`config.mk`:
```
export PLATFORM = sky130hd
export DESIGN_NAME = mux_sel_arbiter
export DESIGN_NICKNAME = d
export VERILOG_FILES = /design/src/rtl/mux_sel_arbiter_pkg.sv /design/src/rtl/mux_sel_arbiter_hold_timer.sv /design/src/rtl/mux_sel_arbiter.sv
export SDC_FILE = /design/constraint.sdc
export NUM_CORES = 1
export LEC_CHECK = 0
export CAP_MARGIN = 0
export CORE_UTILIZATION = 34
export CTS_BUF_LIST = sky130_fd_sc_hd__clkbuf_4 sky130_fd_sc_hd__clkbuf_8 sky130_fd_sc_hd__clkbuf_16
export DETAILED_ROUTE_END_ITERATION = 7
export GPL_ROUTABILITY_DRIVEN = 0
export PLACE_DENSITY_LB_ADDON = 0.12
export SETUP_SLACK_MARGIN = 0.02
export SLEW_MARGIN = 10
export SYNTH_ARGS = -nofsm -noshare
export SYNTH_HDL_FRONTEND = slang
export SYNTH_SLANG_ARGS = --single-unit
```
`constraint.sdc`:
```
create_clock -name clk -period 2.4 [get_ports clk]
set_input_delay 0.48 -clock clk [delete_from_list [all_inputs] [get_ports clk]]
set_output_delay 0.48 -clock clk [all_outputs]
set_load 0.005 [all_outputs]
```
`src/rtl/mux_sel_arbiter_pkg.sv`:
```
// Shared types and constants for the two-source mux select arbiter.
// State encoding is fixed so that downstream debug taps can decode it.
package mux_sel_arbiter_pkg;

  typedef enum logic [1:0] {
    IDLE = 2'b00,
    G0   = 2'b01,
    G1   = 2'b10
  } state_t;

  localparam logic SEL_SRC0 = 1'b0;
  localparam logic SEL_SRC1 = 1'b1;

  // Grant state for a source index.
  function automatic state_t grant_state(input logic idx);
    return idx ? G1 : G0;
  endfunction

  // Mux select value for a source index.
  function automatic logic sel_for(input logic idx);
    return idx ? SEL_SRC1 : SEL_SRC0;
  endfunction

endpackage

```
`src/rtl/mux_sel_arbiter_hold_timer.sv`:
```
// Saturating hold counter for the current mux owner.
// expired flags the last permitted contended cycle; never asserts when MAX_HOLD is 0.
module hold_timer #(
  parameter int unsigned MAX_HOLD = 16,
  parameter int unsigned CNT_W    = 5
) (
  input  logic clk,
  input  logic rst_n,
  input  logic clear,
  input  logic enable,
  output logic expired
);

  // With MAX_HOLD=0 the limit collapses to 0, which also holds the count at 0.
  localparam logic [CNT_W-1:0] LIMIT = (MAX_HOLD == 0) ? '0 : CNT_W'(MAX_HOLD - 1);
  localparam logic             HOLD_ON = (MAX_HOLD != 0);

  logic [CNT_W-1:0] count;

  always_ff @(posedge clk or negedge rst_n) begin
    if (!rst_n) begin
      count <= '0;
    end else if (clear) begin
      count <= '0;
    end else if (enable && (count != LIMIT)) begin
      count <= count + 1'b1;
    end
  end

  always_comb begin
    expired = HOLD_ON && (count == LIMIT);
  end

endmodule

```
`src/rtl/mux_sel_arbiter.sv`:
```
// Two-source round-robin arbiter driving a registered 2:1 mux select.
// Every owner change passes through IDLE, giving one dead cycle between owners.
module mux_sel_arbiter
  import mux_sel_arbiter_pkg::*;
#(
  parameter int unsigned MAX_HOLD = 16,
  parameter int unsigned CNT_W    = 5
) (
  input  logic clk,
  input  logic rst_n,
  input  logic req0,
  input  logic req1,
  output logic gnt0,
  output logic gnt1,
  output logic sel,
  output logic valid
);

  state_t state;
  state_t next_state;
  logic   last;
  logic   expired;
  logic   win_idx;
  logic   entering;

  hold_timer #(
    .MAX_HOLD (MAX_HOLD),
    .CNT_W    (CNT_W)
  ) u_hold_timer (
    .clk     (clk),
    .rst_n   (rst_n),
    .clear   (state == IDLE),
    .enable  (state != IDLE),
    .expired (expired)
  );

  always_comb begin
    next_state = state;
    win_idx    = 1'b0;
    case (state)
      IDLE: begin
        // On a tie the source that did not win last time goes next.
        if (req0 && req1) begin
          win_idx    = ~last;
          next_state = grant_state(~last);
        end else if (req0) begin
          win_idx    = 1'b0;
          next_state = G0;
        end else if (req1) begin
          win_idx    = 1'b1;
          next_state = G1;
        end
      end
      G0: begin
        if (!req0 || (expired && req1)) begin
          next_state = IDLE;
        end
      end
      G1: begin
        if (!req1 || (expired && req0)) begin
          next_state = IDLE;
        end
      end
      default: next_state = IDLE;
    endcase
  end

  always_comb begin
    entering = (state == IDLE) && (next_state != IDLE);
  end

  // Outputs are decoded from next_state into flops so they align with state.
  always_ff @(posedge clk or negedge rst_n) begin
    if (!rst_n) begin
      state <= IDLE;
      last  <= 1'b1;
      gnt0  <= 1'b0;
      gnt1  <= 1'b0;
      sel   <= SEL_SRC0;
      valid <= 1'b0;
    end else begin
      state <= next_state;
      gnt0  <= (next_state == G0);
      gnt1  <= (next_state == G1);
      valid <= (next_state != IDLE);
      if (entering) begin
        sel  <= sel_for(win_idx);
        last <= win_idx;
      end
    end
  end

endmodule

```
==> reports/metrics.csv, run 1 <==
stage,metric,value,unit
outcome,outcome,"finished, final reports clean",
setup_path,arrival,1.85,ns
sta,fmax,605,MHz
logic_synthesis,synthMuxAreaShare,4.41,%
logic_synthesis,synth_simple_gate_area_share,17.6,%
logic_synthesis,yosys_warnings,0,
run,drv_cap,0,
clocking,post_cts_resized,0,
pwr,finalPower,632,µW
setup_path,rr_worst_depth,5,
floorplanning,core_region_area,1540,µm²
cells_and_area,antenna_cells,0,
floorplanning,die_width,42.9,µm
clocking,clockBufferDepth,2,
setup_path,critPathLaunchType,flip-flop,
sta,final_max_slew_viol_count,0,
sta,rsz0062_at_grt,false,
setup_path,path_buf_inv,0,
route,first_pass_iters,4,
route,routed_wl,906,µm
global_routing,grt_max_degree,13,
logic_synthesis,synth_area,568,µm²
sta,hold_viol_final,0,
setup_path,cp.depth,5,
logic_synthesis,synth_area_per_cell,11.4,µm²
sta,worst_pin_slew,0.534,ns
setup_path,worst_path_max_delay_cell,dfrtp_1,
global_routing,grt_pass1_vias,374,
sta,min_period,1.65,ns
cells_and_area,nets,67,
sta,relSlewSlack,64.3,%
place,port_buffers,7,
logic_synthesis,synth_async_sr_flop_share,100,%
worst_hold_path,min_path_type,flip-flop to flip-flop,
sta,fin_worst_skew,0.00137,ns
global_routing,antenna_found_initial,0,
setup_path,cp.required,2.60,ns
floorplanning,io_pins,8,
route,viasPerCell,4.88,
setup_path,startpoint,u_hold_timer.count[0],
cells_and_area,areaGrowthSynthToFinish,20.3,%
global_routing,use_met1,14.9,%
logic_synthesis,synth-edff-count,0,
clocking,cts.sinks,12,
sta,setup_violations,0,
clocking,insertion_delay,0.27,ns
floorplanning,die_y,42.9,µm
global_routing,grt_pass1_wl,1640,µm
cells_and_area,finalCoreUtilization,44.3,%
clocking,cts-root-buf,clkbuf_4,
logic_synthesis,ys_ff_latch,12,
logic_synthesis,ys_seq_area_share,53.1,%
place,postPlaceCellArea,647,µm²
setup_path,crit_path_end_kind,flip-flop,
cells_and_area,drive_above_1_share,15.0,%
floorplanning,initial_utilization,36.9,%
clocking,cts_made_buffers,3,
pwr,vdd_drop_max,0.388,mV
route,num_vias,371,
setup_path,crit_top_cell,ha_1,
logic_synthesis,synth_xor_area_share,4.63,%
place,hpwl,643,µm
logic_synthesis,syn_inst,50,
cells_and_area,fillers,157,
floorplanning,num_rows,14,
clocking,cts_hold_buf,0,
logic_synthesis,synth.distinct_cells,22,
route,postRouteAntennaNets,0,
clocking,ctsHtreeMaxLevel,1,
clocking,tritoncts,built,
logic_synthesis,syn_nets,56,
setup_path,path_class,flip-flop to flip-flop,
global_routing,use_met2,20.0,%
logic_synthesis,synth-compound-area-share,12.6,%
worst_hold_path,hold_start,u_hold_timer.count[4],
sta,finalSetupTns,0,ns
floorplanning,die-area,1840,µm²
global_routing,grt.busiest_layer,met2,
global_routing,grt_use_total,12.9,%
setup_path,critPathMaxStageDelay,0.43,ns
setup_path,crit_chain,ha_1 > and3_1 > ha_1 > mux2_4 > a21oi_1,
route,post_drt_wl_per_cell,11.9,µm
setup_path,crit_fanout,9,
global_routing,grt_use_met3,3.83,%
route,drc_errors,0,
pwr,leakage,0.323,nW
clocking,cts.clk_slew.worst_paths,0.07,ns
global_routing,grt_overflow_total,0,
route,drt_first_iter_violations,6,
logic_synthesis,synth_top_family_by_area,simple AND/OR/NAND/NOR gates,
clocking,cts_setup_buffers,0,
pwr,powerDensity,926,nW/µm²
sta,period_share,68.8,%
worst_hold_path,hold_depth,2,
setup_path,crit-reg2reg-launch,u_hold_timer.count[0],
cells_and_area,design_area,683,µm²
logic_synthesis,synth_ff_type,dfrtp_1,
logic_synthesis,synth-adder-area-share,4.41,%
setup_path,crit_family,adder cells,
flip-flops by register name, summed over array words and instances (netlist names):
register / count
valid: 1
gnt0: 1
u_hold_timer.count: 5
state: 2
gnt1: 1
sel: 1
last: 1
routing by layer:
layer  wire length [µm]  share of wire [%]
met1                406                 45
met2                445                 49
met3                 31                3.4
met4                 23                2.5
met5                  0                  0
final cells by class:
cell class              count  area [µm²]  area share (%)
well taps                  16        20.0            2.93
multi-input cells          35         248            36.3
clock buffers               4        36.3            5.31
flip-flops and latches     12         302            44.1
inverters                   2        7.51            1.10
repair buffers              7        70.1            10.3
per-stage QoR:
stage	std cells	hold WS, ns	setup slack [ns]
final	76	0.515	0.748
after CTS	76	0.522	0.736
after global placement	72	0.509	0.755
after floorplan	50	0.184	0.865
after detailed placement	72	0.504	0.755
after global routing	76	0.569	0.568
synthesized netlist by cell type, drive strengths merged, types with 2 or more instances:
library cell / instances / area (µm²)
nor2b: 2 / 15.0
a21oi: 6 / 30.0
nor2: 7 / 33.8
dfrtp: 11 / 275
inv: 2 / 7.51
nand2: 4 / 15.0
a21boi: 2 / 15.0
a31oi: 2 / 12.5
ha: 2 / 25.0
xor2: 2 / 17.5
cells in the final DEF, fill, tap and decap left out, types with 2 or more instances in the layout:
cell and count:
a21boi_1 2, a21oi_1 6, a31oi_1 2, clkbuf_4 3, clkdlybuf4s50_1 7, dfrtp_1 11, ha_1 2, inv_1 2
nand2_1 4, nor2_1 6, xor2_1 2
path summary, 6_finish.rpt:
kind	to	slack, ns
setup / recovery	state[1]	0.75
hold / removal	u_hold_timer.count[4]	0.52
setup reg to reg	state[1]	0.75
hold reg to reg	u_hold_timer.count[4]	0.52
max in group asynchronous	last	1.49
min in group asynchronous	u_hold_timer.count[4]	0.55
where the power goes:
group	switching (mW)	internal, mW
combinational	0.0702	0.0930
clock	0.0683	0.0923
sequential	0.0511	0.257
worst min-delay path: stages, from the launching register on:
cell	delay, ns
dfrtp_1	0.34
a21oi_1	0.06
nor2_1	0.07
kinds of logic (layout without fill, tap and decap cells):
kind of cell / count (synthesis) / after routing
AOI/OAI and AO/OA: 12 / 12
buffers and inverters: 3 / 13
DFF: 12 / 12
and+or+nand+nor: 16 / 16
adders and majority gates: 2 / 2
xor gates and xnor gates: 3 / 3
muxes: 2 / 2
Power figures use the tool's default switching activity.
==> run 2, diff against run 1 <==
==> constraint.sdc (replaced) <==
create_clock -name clk -period 1.4 [get_ports clk]
set_input_delay 0.28 -clock clk [delete_from_list [all_inputs] [get_ports clk]]
set_output_delay 0.28 -clock clk [all_outputs]
set_load 0.005 [all_outputs]
==> run 2 against run 1 <==
Against the previous run: the run now ends with setup timing left; combinational power up 110%; routed wire length increased by 6.8%; clock power up 70%; highest routed layer unchanged.
==> reports/metrics.csv, run 2 (synthesis gave the netlist of run 1 again) <==
stage,metric,value,unit,change
floorplanning,io_pins,8,,unchanged
clocking,clockBufferDepth,2,,unchanged
sta,period_share,101,%,was 68.8%
floorplanning,core_region_area,1540,µm²,unchanged
cells_and_area,areaGrowthSynthToFinish,39.9,%,was 20.3%
setup_path,crit_fanout,8,,was 9
setup_path,reg2reg_to,u_hold_timer.count[3],,was state[1]
setup_path,critPathLaunchType,flip-flop,,unchanged
setup_path,cp.required,1.56,ns,was 2.60 ns
cells_and_area,top_register,u_hold_timer.count,,unchanged
setup_path,regToRegSetupSlack,-0.01,ns,was 0.75 ns
cells_and_area,largest_register_ffs,5,,unchanged
sta,setup_violations,1,,was 0
clocking,tritoncts,built,,unchanged
setup_path,path_class,flip-flop to flip-flop,,unchanged
sta,relSlewSlack,84.9,%,was 64.3%
sta,hold_viol_final,0,,unchanged
cells_and_area,reg.largest.list,"u_hold_timer.count (5), state (2)",,unchanged
sta,final_max_slew_viol_count,0,,unchanged
place,hpwl,687,µm,was 643 µm
sta,worst_pin_slew,0.227,ns,was 0.534 ns
route,drt_first_iter_violations,10,,was 6
floorplanning,die_width,42.9,µm,unchanged
global_routing,grt_overflow_total,0,,unchanged
floorplanning,initial_utilization,36.9,%,unchanged
sta,rsz0062_at_grt,true,,was false
clocking,cts-root-buf,clkbuf_4,,unchanged
global_routing,grt_pass1_wl,1680,µm,was 1640 µm
clocking,cts_made_buffers,3,,unchanged
sta,min_period,1.41,ns,was 1.65 ns
clocking,insertion_delay,0.27,ns,about the same
setup_path,rr_worst_depth,6,,was 5
pwr,vdd_drop_max,0.698,mV,was 0.388 mV
route,post_drt_wl_per_cell,11.3,µm,was 11.9 µm
place,dp_worst_setup_slack,-0.0140,ns,was 0.755 ns
outcome,violations,setup timing,,
setup_path,crit-reg2reg-launch,u_hold_timer.count[0],,unchanged
setup_path,crit_path_end_kind,flip-flop,,unchanged
cells_and_area,antenna_cells,0,,unchanged
route,num_vias,411,,was 371
clocking,cts.clk_slew.worst_paths,0.08,ns,was 0.07 ns
sta,finalSetupTns,-0.0111,ns,was 0 ns
route,postRouteAntennaNets,0,,unchanged
setup_path,critPathMaxStageDelay,0.39,ns,was 0.43 ns
floorplanning,die-area,1840,µm²,unchanged
route,first_pass_iters,3,,was 4
outcome,outcome,finished with violations,,"was finished, final reports clean"
global_routing,antenna_found_initial,0,,unchanged
floorplanning,die_y,42.9,µm,unchanged
sta,fin_worst_skew,0.00442,ns,was 0.00137 ns
pwr,finalPower,1.12,mW,was 632 µW
setup_path,arrival,1.57,ns,was 1.85 ns
setup_path,crit_chain,ha_2 > and3_4 > ha_4 > nand4b_4 > xor2_2 > nor2_1,,was ha_1 > and3_1 > ha_1 > mux2_4 > a21oi_1
route,drc_errors,0,,unchanged
place,port_buffers,7,,unchanged
clocking,cts.sinks,12,,unchanged
cells_and_area,nets,77,,was 67
clocking,ctsHtreeMaxLevel,1,,unchanged
setup_path,worst_path_max_delay_cell,dfrtp_1,,unchanged
global_routing,grt_use_total,13.2,%,was 12.9%
global_routing,grt_max_degree,13,,unchanged
pwr,leakage,0.383,nW,was 0.323 nW
global_routing,grt_pass1_vias,379,,was 374
cells_and_area,layout_common_cells,"11 x dfrtp_1, 10 x buf_4, 5 x nor2_1",,"was 11 x dfrtp_1, 7 x clkdlybuf4s50_1, 6 x a21oi_1, 6 x nor2_1, 4 x nand2_1"
clocking,cts_hold_buf,0,,unchanged
cells_and_area,final_common_cell,dfrtp_1,,unchanged
route,routed_wl,968,µm,was 906 µm
route,viasPerCell,4.78,,was 4.88
cells_and_area,drive_above_1_share,37.1,%,was 15.0%
floorplanning,num_rows,14,,unchanged
sta,fmax,709,MHz,was 605 MHz
pwr,powerDensity,1410,nW/µm²,was 926 nW/µm²
run,drv_cap,0,,unchanged
sta,setup_slack,-0.0111,ns,was 0.748 ns
worst_hold_path,min_path_type,input port to async pin,,was flip-flop to flip-flop
-- run 2: cell types whose count changed in the layout (fill, tap and decap cells not counted), moves of 2 or more --
cell | before | now
clkdlybuf4s50_1 | 7 | 3
dlygate4sd2_1 | 0 | 3
a21oi_1 | 6 | 4
buf_4 | 0 | 10
ha_1 | 2 | 0
a21oi_2 | 0 | 2
-- run 2: critical path: cells and delay by family, from the launching register on --
family                   cells  cell delay, ns
XOR/XNOR                     1            0.13
adder cells (fa/ha/maj)      2            0.37
flip-flops                   1            0.39
AND/OR/NAND/NOR              3            0.40
-- run 2: worst max-delay path by stage --
stage | from | endpoint | slack, ns | cells past startpoint
2_1_floorplan | u_hold_timer.count[0] | u_hold_timer.count[3] | -0.07 | 7
5_1_grt | u_hold_timer.count[0] | u_hold_timer.count[3] | -0.06 | 6
3_3_place_gp | u_hold_timer.count[1] | u_hold_timer.count[3] | -0.02 | 6
4_1_cts | u_hold_timer.count[0] | u_hold_timer.count[3] | -0.04 | 6
3_5_place_dp | u_hold_timer.count[1] | u_hold_timer.count[3] | -0.01 | 6
6_report | u_hold_timer.count[0] | u_hold_timer.count[3] | -0.01 | 6
-- run 2: routing by layer --
layer / vias up / GRT usage, % / part of all wire, %
met2: 5 / 19.1 / 48
met1: 191 / 16.6 / 47
met5: - / 0 / 0
met4: 0 / 9.38 / 2.8
met3: 4 / 3.83 / 2.5
li1: 211 / - / -
-- run 2: area by class of cell --
class                   count  area [µm²]
flip-flops and latches     12         302
fillers                   156         747
well taps                  16        20.0
clock buffers               4        36.3
repair buffers             17         144
inverters                   2        7.51
multi-input cells          35         285
-- run 2: repair_timing --
item | in CTS | in global routing
endpoints found under the setup margin | 7 | 9
buffers inserted | 4 | 0
hold endpoints to repair | 0 | 0
gates cloned | 0 | 0
pin swaps | 2 | 2
resized for setup | 3 | 3
-- run 2: metrics by stage --
step	hold slack (ns)	utilization (%)	cell area, µm²	std cells
floorplan	-0.0156	-	596	50
global placement	0.504	46.7	719	78
CTS	0.284	50.7	782	86
finish	0.294	51.5	795	86
detailed placement	0.511	46.7	719	78
global route	0.306	51.5	795	86
-- run 2: where the power goes --
group          internal (mW)  switching [mW]
registers              0.441          0.0605
logic                  0.185           0.164
clock network          0.158           0.115
==> run 3, diff against run 2 <==
--- a/config.mk
+++ b/config.mk
@@ -10,6 +10,7 @@
 export CTS_BUF_LIST = sky130_fd_sc_hd__clkbuf_4 sky130_fd_sc_hd__clkbuf_8 sky130_fd_sc_hd__clkbuf_16
 export DETAILED_ROUTE_END_ITERATION = 7
 export GPL_ROUTABILITY_DRIVEN = 0
+export HOLD_SLACK_MARGIN = 0.05
 export PLACE_DENSITY_LB_ADDON = 0.12
 export SETUP_SLACK_MARGIN = 0.02
 export SLEW_MARGIN = 10
==> results of run 3 <==
Final layout, timing and power as in run 2 (identical DEF).
